$ cat config.mk
export PLATFORM = sky130hd
export DESIGN_NAME = uart_rx
export DESIGN_NICKNAME = d
export VERILOG_FILES = /design/src/rtl/uart_pkg.sv /design/src/rtl/uart_rx_sync.sv /design/src/rtl/uart_rx.sv
export SDC_FILE = /design/constraint.sdc
export NUM_CORES = 1
export LEC_CHECK = 0
export ABC_CLOCK_PERIOD_IN_PS = 2500
export BUFFER_PORTS_ARGS = -buffer_cell sky130_fd_sc_hd__buf_2
export CELL_PAD_IN_SITES_DETAIL_PLACEMENT = 0
export CELL_PAD_IN_SITES_GLOBAL_PLACEMENT = 1
export CORE_MARGIN = 2
export CORE_UTILIZATION = 46
export CTS_CLUSTER_DIAMETER = 50
export DETAILED_ROUTE_END_ITERATION = 7
export GPL_TIMING_DRIVEN = 0
export PLACE_DENSITY = 0.79
export SLEW_MARGIN = 40
export SYNTH_ARGS = -nofsm -noshare
export SYNTH_HDL_FRONTEND = slang
export SYNTH_SLANG_ARGS = --single-unit
$ cat constraint.sdc
create_clock -name clk -period 2.5 [get_ports clk]
set_clock_uncertainty 0.2 [all_clocks]
set_input_delay 0.375 -clock clk [delete_from_list [all_inputs] [get_ports clk]]
set_output_delay 0.375 -clock clk [all_outputs]
set_load 0.02 [all_outputs]
$ cat src/rtl/uart_pkg.sv
// uart_pkg: receiver state encoding and the oversample default shared with the transmitter
package uart_pkg;
  localparam int DEF_OVERSAMPLE = 16;
  typedef enum logic [2:0] {IDLE, START, DATA, PARITY, STOP, BRK} rx_state_t;
endpackage

$ cat src/rtl/uart_rx_sync.sv
// uart_rx_sync: two-flop synchroniser for the raw serial line, resets to idle-high
module uart_rx_sync (
  input  logic clk,
  input  logic rst_n,
  input  logic i_rx,
  output logic o_rxs
);
  logic r_meta;
  logic r_sync;
  // Resample the asynchronous line twice before anyone looks at it
  always_ff @(posedge clk or negedge rst_n)
    if (!rst_n) {r_sync, r_meta} <= 2'b11;
    else        {r_sync, r_meta} <= {r_meta, i_rx};
  assign o_rxs = r_sync;
endmodule

$ cat src/rtl/uart_rx.sv
// uart_rx: oversampling UART receiver; optional parity bit enabled by UART_RX_PARITY_EN
module uart_rx
  import uart_pkg::*;
#(
  parameter int DATA_BITS  = 8,
  parameter int OVERSAMPLE = DEF_OVERSAMPLE,
  parameter int PARITY_ODD = 0
) (
  input  logic                 clk,
  input  logic                 rst_n,
  input  logic                 rx_tick,
  input  logic                 rx,
  output logic [DATA_BITS-1:0] data,
  output logic                 data_valid,
  output logic                 frame_err,
  output logic                 parity_err,
  output logic                 busy
);
  localparam int TW = $clog2(OVERSAMPLE);
  localparam int BW = $clog2(DATA_BITS);
  rx_state_t            r_state, w_state_nx;
  logic [TW-1:0]        r_tcnt, w_tcnt_nx;
  logic [BW-1:0]        r_bcnt, w_bcnt_nx;
  logic [DATA_BITS-1:0] r_shift, w_shift_nx, r_data, w_data_nx;
  logic                 r_valid, w_valid_nx, r_ferr, w_ferr_nx;
  logic                 w_rxs, w_tmax, w_thalf, w_par_bad;
  uart_rx_sync u_sync (.clk(clk), .rst_n(rst_n), .i_rx(rx), .o_rxs(w_rxs));
  assign w_tmax  = r_tcnt == TW'(OVERSAMPLE - 1);
  assign w_thalf = r_tcnt == TW'(OVERSAMPLE / 2 - 1);
`ifdef UART_RX_PARITY_EN
  logic r_par_bad, w_par_bad_nx, r_perr, w_perr_nx;
  assign w_par_bad  = r_par_bad;
  assign parity_err = r_perr;
  // Parity verdict is latched when the parity bit is sampled; the error pulse follows the stop sample
  always_ff @(posedge clk or negedge rst_n)
    if (!rst_n) {r_par_bad, r_perr} <= 2'b00;
    else        {r_par_bad, r_perr} <= {w_par_bad_nx, w_perr_nx};
`else
  assign w_par_bad  = 1'b0;
  assign parity_err = 1'b0;
`endif
  // Frame sequencing: everything advances only on oversample ticks; pulses default low each clk
  always_comb begin
    w_state_nx = r_state;
    w_tcnt_nx  = r_tcnt;
    w_bcnt_nx  = r_bcnt;
    w_shift_nx = r_shift;
    w_data_nx  = r_data;
    w_valid_nx = 1'b0;
    w_ferr_nx  = 1'b0;
`ifdef UART_RX_PARITY_EN
    w_par_bad_nx = r_par_bad;
    w_perr_nx    = 1'b0;
`endif
    if (rx_tick) begin
      w_tcnt_nx = r_tcnt + 1'b1;
      case (r_state)
        IDLE:
          if (!w_rxs) begin
            w_state_nx = START;
            w_tcnt_nx  = '0;
          end
        START:
          if (w_thalf) begin
            w_state_nx = w_rxs ? IDLE : DATA;
            w_tcnt_nx  = '0;
            w_bcnt_nx  = '0;
          end
        DATA:
          if (w_tmax) begin
            w_tcnt_nx  = '0;
            w_bcnt_nx  = r_bcnt + 1'b1;
            w_shift_nx = {w_rxs, r_shift[DATA_BITS-1:1]};
`ifdef UART_RX_PARITY_EN
            if (r_bcnt == BW'(DATA_BITS - 1)) w_state_nx = PARITY;
`else
            if (r_bcnt == BW'(DATA_BITS - 1)) w_state_nx = STOP;
`endif
          end
`ifdef UART_RX_PARITY_EN
        PARITY:
          if (w_tmax) begin
            w_tcnt_nx    = '0;
            w_par_bad_nx = w_rxs ^ (^r_shift) ^ (PARITY_ODD != 0);
            w_state_nx   = STOP;
          end
`endif
        STOP:
          if (w_tmax) begin
            w_tcnt_nx  = '0;
            w_data_nx  = r_shift;
            w_valid_nx = w_rxs & ~w_par_bad;
            w_ferr_nx  = ~w_rxs;
`ifdef UART_RX_PARITY_EN
            w_perr_nx  = r_par_bad;
`endif
            w_state_nx = w_rxs ? IDLE : BRK;
          end
        BRK:
          if (w_rxs) w_state_nx = IDLE;
        default:
          w_state_nx = IDLE;
      endcase
    end
  end
  // State, counters, shift register and registered outputs
  always_ff @(posedge clk or negedge rst_n)
    if (!rst_n) begin
      r_state <= IDLE;
      r_tcnt  <= '0;
      r_bcnt  <= '0;
      r_shift <= '1;
      r_data  <= '0;
      r_valid <= 1'b0;
      r_ferr  <= 1'b0;
    end else begin
      r_state <= w_state_nx;
      r_tcnt  <= w_tcnt_nx;
      r_bcnt  <= w_bcnt_nx;
      r_shift <= w_shift_nx;
      r_data  <= w_data_nx;
      r_valid <= w_valid_nx;
      r_ferr  <= w_ferr_nx;
    end
  assign data       = r_data;
  assign data_valid = r_valid;
  assign frame_err  = r_ferr;
  assign busy       = r_state != IDLE;
endmodule

==> impl_metrics.yaml, run 1 <==
logic_synthesis:
  ys.flop_type: "dfrtp_1"
  synthCells: 117
  syn-cell-area_mm2: 0.00143
  synth_top_family_by_area: "multiplexers"
  async_flop_share_pct: 100
  synth_area_leaders: "dfrtp_1 (35%), dfstp_2 (18%), mux2_4 (8.4%), mux2_2 (7.1%), ha_1 (2.6%)"
  synth_top_area_cell: "dfrtp_1"
  synth_cell_types: 38
  synth-compound-area-share_pct: 8.94
  synth_simple_gate_area_share_pct: 11.1
  synth_top_area_share_pct: 35.1
  synth_xor_area_share_pct: 0
  ys_seq_elements: 30
  synthMuxAreaShare_pct: 18.5
  synthAdderAreaFrac_pct: 3.33
  ys_warn_count: 0
  synth.net_count: 124
  synth-edff-count: 0
  yosysSeqAreaShare_pct: 53.5
  postSynthAreaPerCell_um2: 12.2
setup_path:
  worstPathArrival_ps: 2250
  crit_path_max_fanout: 10
  path_delay_family: "simple AND/OR/NAND/NOR gates"
  critPathBufInv: 0
  path_cells: "ha_1 -> nand4_1 -> nor3_2 -> mux2_2"
  endpoint_kind: "flip-flop"
  path_class: "reg2reg"
  crit_slowest_cell: "nor3_2"
  cp.required_ps: 2540
  cp-start-kind: "flip-flop"
  critPathMaxStageDelay_ps: 650
routing:
  vias_per_cell: 5.51
  wire_per_inst_um: 14.4
  first_pass_iters: 5
  drc: 0
  final_antenna_net_count: 0
  drtIter0Drc: 22
  wl_um: 2490
  dr_total_vias: 954
floorplan:
  chipHeight_um: 59.7
  placementRows: 20
  dieArea_mm2: 0.00357
  coreArea_mm2: 0.00300
  start_util_pct: 47.5
  io-pin-count: 16
  die-width_um: 59.7
grt:
  grtUsageMet1_pct: 21.4
  grt_pass1_vias: 915
  grt_max_degree: 31
  grtUsageMet2_pct: 24.7
  gr-total-overflow: 0
  busiest_layer: "met2"
  grt_pass1_wl_um: 4220
  grtUsageTotal_pct: 16.4
  gr-usage-met3_pct: 3.90
  antenna_found_initial: 0
sta:
  grt_setup_unrepaired: "false"
  fmax_ghz: 0.452
  hold_viol_final: 0
  slew_viol_final: 0
  max-slew-margin-rel_pct: 50.4
  final.min_clock_period_ps: 2210
  worstMarginPinSlew_ps: 740
  finalSetupViolations: 0
  post-route-period-util_pct: 88.6
  setup_tns_ps: 0
clock_tree:
  clock-sinks: 30
  cts_setup_buffers: 0
  clk_pin_slew_ps: 90
  cts_resized: 0
  htreeDepth: 2
  cts_tree: "yes"
  numCtsBuffers: 5
  cts_root_buffer: "clkbuf_4"
  clock_latency_ps: 320
  clk_path_buf_depth: 2
  holdBufCountCts: 2
finish:
  fill_cells: 274
  layout-drive-gt1-share_pct: 39.3
  multi_input_area_um2: 602
  num-nets-final: 147
  synthToLayoutAreaGrowth_pct: 12.4
  ff_latch_area_um2: 763
  final_cell_mix: "dfrtp_1 (20), buf_2 (19), dfstp_2 (10)"
  num_antenna_cells: 0
  layout_commonest_cell: "dfrtp_1"
  layout.cells.non_filler: 173
outcome:
  status: "complete, no violations"
place:
  hpwl_um: 1730
  finalWeightedCongestion: 0.698
  io_buffers: 14
  placed_cells: 164
pwr:
  power.density_mw_per_mm2: 828
  p_leak_nw: 0.776
  ir_worst_vdd_uv: 428
flow_run:
  cap_viol_max_count: 0
hold_path:
  hp-class: "in2reg"
==> path summary, 6_finish.rpt <==
check | from | to | slack, ps | cells after the start
max in group asynchronous | rst_n | r_bcnt[0] | 1240 | 2
worst min register to register | u_sync.r_meta | u_sync.o_rxs | 150 | 0
worst min-delay path | rx_tick | r_tcnt[2] | 120 | 2
min in group asynchronous | rst_n | data[7] | 410 | 2
worst max-delay path | r_tcnt[0] | r_shift[5] | 290 | 4
worst max register to register | r_tcnt[0] | r_shift[5] | 290 | 4
==> synthesized netlist by cell type (all sizes together) (2+ instances only) <==
library cell,number
mux2,19
nor3,2
o21ai,5
inv,4
nand2,6
nand3,5
o211ai,2
mux2i,2
o2bb2ai,2
ha,3
dfstp,10
dfrtp,20
o22ai,2
a21oi,4
buf,7
o21a,2
nor2,6
==> power breakdown <==
part	internal (mW)	leakage, nW	switching (mW)	total [mW]
logic	0.192	0.381	0.275	0.467
registers	0.555	0.369	0.0504	0.605
clock network	0.106	0.0254	0.151	0.257
==> kinds of logic after synthesis <==
group | Yosys count
flip-flops | 30
multiplexers | 21
buffers and inverters | 12
adder cells (fa/ha/maj) | 4
AO/OA/AOI/OAI | 20
other | 1
AND/OR/NAND/NOR | 29
==> routing by layer <==
metal / part of all wire, % / up-vias
met2: 51 / 20
met4: 0.64 / 0
met3: 3.0 / 2
met5: 0 / -
li1: - / 463
met1: 46 / 469
==> final cells by class <==
class | count | area share [%]
sequential | 30 | 47.6
timing repair buffer | 16 | 5.62
buffer | 8 | 2.96
multi-input combinational | 75 | 37.5
clock buffer | 7 | 2.81
inverter | 4 | 0.936
tap | 33 | 2.57
==> through the flow <==
| stage | total power, mW | instance area [um^2] | setup WS [ps] | hold WS (ps) | utilization (%) |
|---|---|---|---|---|---|
| 3_3_place_gp | 1.07 | 1540 | 338 | 146 | 51.2 |
| 4_1_cts | 1.35 | 1600 | 262 | 108 | 53.4 |
| 2_1_floorplan | 0.973 | 1430 | 556 | -121 | - |
| 6_report | 1.33 | 1600 | 285 | 118 | 53.4 |
| 3_5_place_dp | 1.09 | 1540 | 302 | 149 | 51.2 |
| 5_1_grt | 1.44 | 1600 | 99.9 | 116 | 53.4 |
==> state kept, by name, indices dropped and copies added (netlist names) <==
name / flops
frame_err: 1
r_bcnt: 3
r_tcnt: 4
u_sync.r_meta: 1
data: 8
r_shift: 8
data_valid: 1
u_sync.o_rxs: 1
r_state: 3
Note: power is estimated with default switching activity, not from simulation.
==> run 2, diff against run 1 <==
==> constraint.sdc (replaced) <==
create_clock -name clk -period 2.5 [get_ports clk]
set_clock_uncertainty 0.2 [all_clocks]
set_input_delay 0.25 -clock clk [delete_from_list [all_inputs] [get_ports clk]]
set_output_delay 0.25 -clock clk [all_outputs]
set_load 0.02 [all_outputs]
==> run 2 against run 1 <==
Die area is the same; clock power is essentially flat; via count grew 0.21%; critical path depth is the same; register-to-register slack is essentially flat; utilization grew 0.33 points; count of clock-buffer cells in the layout is the same; worst hold slack gained 29 ps.
==> impl_metrics.yaml, run 2 (same netlist as run 1, synthesis figures left out) <==
outcome:
  status: "complete, no violations"
clock_tree:
  htreeDepth: 2
  holdBufCountCts: 3
  cts_resized: 0
  clock-sinks: 30
  numCtsBuffers: 5
  clk_pin_slew_ps: 90
  clock_latency_ps: 320
  clk_path_buf_depth: 2
  cts_setup_buffers: 0
  cts_tree: "yes"
  cts_root_buffer: "clkbuf_4"
grt:
  grt_pass1_vias: 917
  antenna_found_initial: 0
  gr-total-overflow: 0
  grt_max_degree: 31
  grt_pass1_wl_um: 4220
  grtUsageTotal_pct: 16.4
sta:
  slew_viol_final: 0
  final.min_clock_period_ps: 2210
  max-slew-margin-rel_pct: 50.8
  grt_setup_unrepaired: "false"
  setup_tns_ps: 0
  post-route-period-util_pct: 88.5
  fmax_ghz: 0.452
  worstMarginPinSlew_ps: 734
  finalSetupViolations: 0
  hold_viol_final: 0
setup_path:
  critPathMaxStageDelay_ps: 640
  rrSetupSlack_ps: 290
  crit_slowest_cell: "nor3_2"
  cp.required_ps: 2540
  path_class: "reg2reg"
  worstPathArrival_ps: 2250
  crit_path_max_fanout: 10
  endpoint_kind: "flip-flop"
  cp-start-kind: "flip-flop"
  path_cells: "ha_1 -> nand4_1 -> nor3_2 -> mux2_2"
pwr:
  combPwrFrac_pct: 35.2
  p_switching_mw: 0.477
  p_leak_nw: 0.780
  switching_share_pct: 35.9
  seq_power_share_pct: 45.5
  power.density_mw_per_mm2: 824
  ir_worst_vdd_uv: 429
  clkPwrFrac_pct: 19.3
  internal-power_mw: 0.853
finish:
  synthToLayoutAreaGrowth_pct: 13.1
  num-nets-final: 148
  layout.cells.non_filler: 174
  layout-drive-gt1-share_pct: 39.0
  num_antenna_cells: 0
  final_cell_mix: "dfrtp_1 (20), buf_2 (19), dfstp_2 (10)"
  layout_commonest_cell: "dfrtp_1"
routing:
  final_antenna_net_count: 0
  vias_per_cell: 5.49
  first_pass_iters: 4
  drc: 0
  wire_per_inst_um: 14.3
  drtIter0Drc: 23
  dr_total_vias: 956
  wl_um: 2500
hold_path:
  hp-class: "reg2reg"
floorplan:
  placementRows: 20
  chipHeight_um: 59.7
  start_util_pct: 47.5
  die-width_um: 59.7
  dieArea_mm2: 0.00357
  io-pin-count: 16
  coreArea_mm2: 0.00300
place:
  placed_cells: 164
  finalWeightedCongestion: 0.698
  io_buffers: 14
  hpwl_um: 1730
flow_run:
  cap_viol_max_count: 0
-- run 2: power groups by stage --
| stage | clock network, mW | registers, mW | logic, mW |
|---|---|---|---|
| finish | 0.257 | 0.606 | 0.468 |
| global route | 0.291 | 0.619 | 0.530 |
| CTS | 0.271 | 0.607 | 0.474 |
| detailed placement | 0 | 0.615 | 0.471 |
| global placement | 0 | 0.610 | 0.458 |
| floorplan | 0 | 0.602 | 0.371 |
-- run 2: metrics by stage --
stage	utilization [%]	cell area (um^2)	worst slack [ps]	total power, mW	hold slack (ps)
final	53.8	1610	288	1.33	147
after global routing	53.8	1610	99.9	1.44	150
after CTS	53.8	1610	262	1.35	147
after detailed placement	51.2	1540	302	1.09	110
after global placement	51.2	1540	338	1.07	94.9
after floorplan	-	1430	556	0.973	-246
-- run 2: worst max-delay path: cells and delay by family (launching register included) --
kind	cells	cell delay [ps]
fa+ha+maj	1	290
flops	1	400
mux	1	410
simple gates	2	830
-- run 2: area by class of cell --
type                            count  area [um^2]
Timing Repair Buffer               17          100
Inverter                            4         15.0
Clock buffer                        7         45.0
Multi-Input combinational cell     75          602
Sequential cell                    30          763
Tap cell                           33         41.3
Fill cell                         273         1390
Buffer                              8         47.5
-- run 2: final timing paths --
check                               endpoint           from  cells past startpoint
worst min-delay path            u_sync.o_rxs  u_sync.r_meta                      0
worst min register to register  u_sync.o_rxs  u_sync.r_meta                      0
worst max-delay path              r_shift[5]      r_tcnt[0]                      4
worst max register to register    r_shift[5]      r_tcnt[0]                      4
max in group asynchronous          r_bcnt[0]          rst_n                      2
min in group asynchronous            data[7]          rst_n                      2
-- run 2: per-layer routing --
| layer | up-vias | share of wire (%) | global-route usage [%] |
|---|---|---|---|
| li1 | 464 | - | - |
| met1 | 468 | 47 | 21.4 |
| met2 | 22 | 49 | 24.7 |
| met3 | 2 | 3.2 | 3.90 |
| met4 | 0 | 0.64 | 9.52 |
| met5 | - | 0 | 0 |
==> run 3, diff against run 2 <==
--- a/config.mk
+++ b/config.mk
@@ -5,7 +5,7 @@
 export SDC_FILE = /design/constraint.sdc
 export NUM_CORES = 1
 export LEC_CHECK = 0
-export ABC_CLOCK_PERIOD_IN_PS = 2500
+export ABC_CLOCK_PERIOD_IN_PS = 2200
 export BUFFER_PORTS_ARGS = -buffer_cell sky130_fd_sc_hd__buf_2
 export CELL_PAD_IN_SITES_DETAIL_PLACEMENT = 0
 export CELL_PAD_IN_SITES_GLOBAL_PLACEMENT = 1
@@ -14,7 +14,7 @@
 export CTS_CLUSTER_DIAMETER = 50
 export DETAILED_ROUTE_END_ITERATION = 7
 export GPL_TIMING_DRIVEN = 0
-export PLACE_DENSITY = 0.79
+export PLACE_DENSITY = 0.86
 export SLEW_MARGIN = 40
 export SYNTH_ARGS = -nofsm -noshare
 export SYNTH_HDL_FRONTEND = slang
==> constraint.sdc (replaced) <==
create_clock -name clk -period 2.2 [get_ports clk]
set_clock_uncertainty 0.2 [all_clocks]
set_input_delay 0.22 -clock clk [delete_from_list [all_inputs] [get_ports clk]]
set_output_delay 0.22 -clock clk [all_outputs]
set_load 0.02 [all_outputs]
==> run 3 against run 2 <==
Sequential cell count is the same; power grew 25%; count of clock-buffer cells in the layout shrank 1; critical path depth is 1 higher; global-route usage increased by 0.76 points; cell count grew 0.57%; register-to-register slack worse by 180 ps; utilization rose by 1.4 points; maximum frequency is 5.8% higher; clock power rose by 70%; worst hold slack better by 15 ps; critical endpoint is now r_state[0]; highest routed layer unchanged.
==> impl_metrics.yaml, run 3 (same netlist as run 1, synthesis figures left out) <==
outcome:
  status: "complete, no violations"
place:
  hpwl_um: 1720
  finalWeightedCongestion: 0.738
  io_buffers: 14
routing:
  drtIter0Drc: 25
  first_pass_iters: 4
  drc: 0
  vias_per_cell: 5.38
  final_antenna_net_count: 0
  dr_total_vias: 941
  wl_um: 2500
  wire_per_inst_um: 14.3
clock_tree:
  cts_root_buffer: "clkbuf_4"
  htreeDepth: 2
  cts_setup_buffers: 0
  clock_latency_ps: 330
  clk_path_buf_depth: 2
  cts_tree: "yes"
  numCtsBuffers: 5
  clock-sinks: 30
  clk_pin_slew_ps: 100
pwr:
  finalPower_mw: 1.67
  power.density_mw_per_mm2: 1010
  ir_worst_vdd_uv: 467
  p_leak_nw: 0.797
sta:
  post-route-period-util_pct: 95.1
  setup_tns_ps: 0
  finalSetupViolations: 0
  slew_viol_final: 0
  final.min_clock_period_ps: 2090
  max-slew-margin-rel_pct: 59.0
  fmax_ghz: 0.478
  grt_setup_unrepaired: "false"
  worstMarginPinSlew_ps: 616
  hold_viol_final: 0
floorplan:
  die-width_um: 59.7
  placementRows: 20
  coreArea_mm2: 0.00300
  io-pin-count: 16
  start_util_pct: 47.5
  chipHeight_um: 59.7
  dieArea_mm2: 0.00357
grt:
  grtUsageTotal_pct: 17.1
  grt_max_degree: 31
  gr-total-overflow: 0
  antenna_found_initial: 0
  grt_pass1_vias: 970
  grt_pass1_wl_um: 4420
setup_path:
  crit_slowest_cell: "dfstp_2"
  path_class: "reg2reg"
  cp-start-kind: "flip-flop"
  crit_path_max_fanout: 9
  worst_r2r_endpoint: "r_state[0]"
  worstPathArrival_ps: 2100
  rrSetupSlack_ps: 110
  endpoint_kind: "flip-flop"
  cp.required_ps: 2210
  path_cells: "buf_2 -> or2_2 -> a311oi_1 -> o21a_1 -> mux2_1"
  critPathMaxStageDelay_ps: 370
  r2r_cells: 5
  r2r-start: "u_sync.o_rxs"
  startpoint: "u_sync.o_rxs"
flow_run:
  cap_viol_max_count: 0
hold_path:
  holdCritStartpoint: "u_sync.r_meta"
  hold_path_end: "u_sync.o_rxs"
  hp-class: "reg2reg"
  hold_depth: 0
finish:
  layout_commonest_cell: "dfrtp_1"
  final_cell_mix: "dfrtp_1 (20), buf_2 (19), dfstp_2 (10)"
  num_antenna_cells: 0
  layout-drive-gt1-share_pct: 40.8
  final_util_pct: 55.2
  num-nets-final: 148
  multi_input_area_um2: 611
  synthToLayoutAreaGrowth_pct: 16.0
  ff_latch_area_um2: 763
  fill_cells: 260
==> run 3: power by group <==
| part | switching (mW) | internal (mW) | total, mW |
|---|---|---|---|
| logic | 0.324 | 0.220 | 0.544 |
| clock network | 0.196 | 0.240 | 0.436 |
| registers | 0.0600 | 0.630 | 0.690 |
==> run 3: timing repair <==
action / CTS / global route
endpoints found under the setup margin: 0 / 9
endpoints found under the hold margin: 23 / 0
gates resized for setup: 0 / 2
hold buffers: 3 / 0
==> run 3: layout make-up <==
type | instances | share of cell area [%]
multi-input cells | 75 | 36.9
well taps | 33 | 2.49
clock buffers | 6 | 2.49
flip-flops and latches | 30 | 46.1
repair buffers | 17 | 6.04
plain buffers | 8 | 2.87
inverters | 4 | 0.906
clock inverters | 2 | 2.27
==> run 3: per-stage QoR <==
stage	std cells	setup WS [ps]	hold slack [ps]	cell area, um^2
detailed placement	164	19.8	80.7	1540
global route	175	23.9	171	1660
floorplan	117	256	-276	1430
CTS	175	7.41	162	1650
finish	175	109	162	1660
global placement	164	67.0	69.2	1540
==> run 3: worst max path at each step <==
stage	to	cells past startpoint	slack [ps]
final	r_state[0]	5	110
after floorplan	data[0]	5	260
after global routing	data[7]	5	20
after detailed placement	r_shift[6]	4	20
after CTS	r_shift[3]	4	7
after global placement	r_shift[4]	4	70
==> run 3: routing by layer <==
metal | vias up | track usage, % | wire [um]
met4 | 0 | 5.71 | 26
met3 | 2 | 6.71 | 103
met1 | 456 | 21.1 | 1140
li1 | 463 | - | -
met5 | - | 0 | 0
met2 | 20 | 27.5 | 1220
==> run 3: critical path: cells and delay by family, from the launching register on <==
kind / cells / cell delay, ps
buf+inv: 1 / 170
mux: 1 / 340
compound gates: 2 / 610
simple gates: 1 / 280
flops: 1 / 370
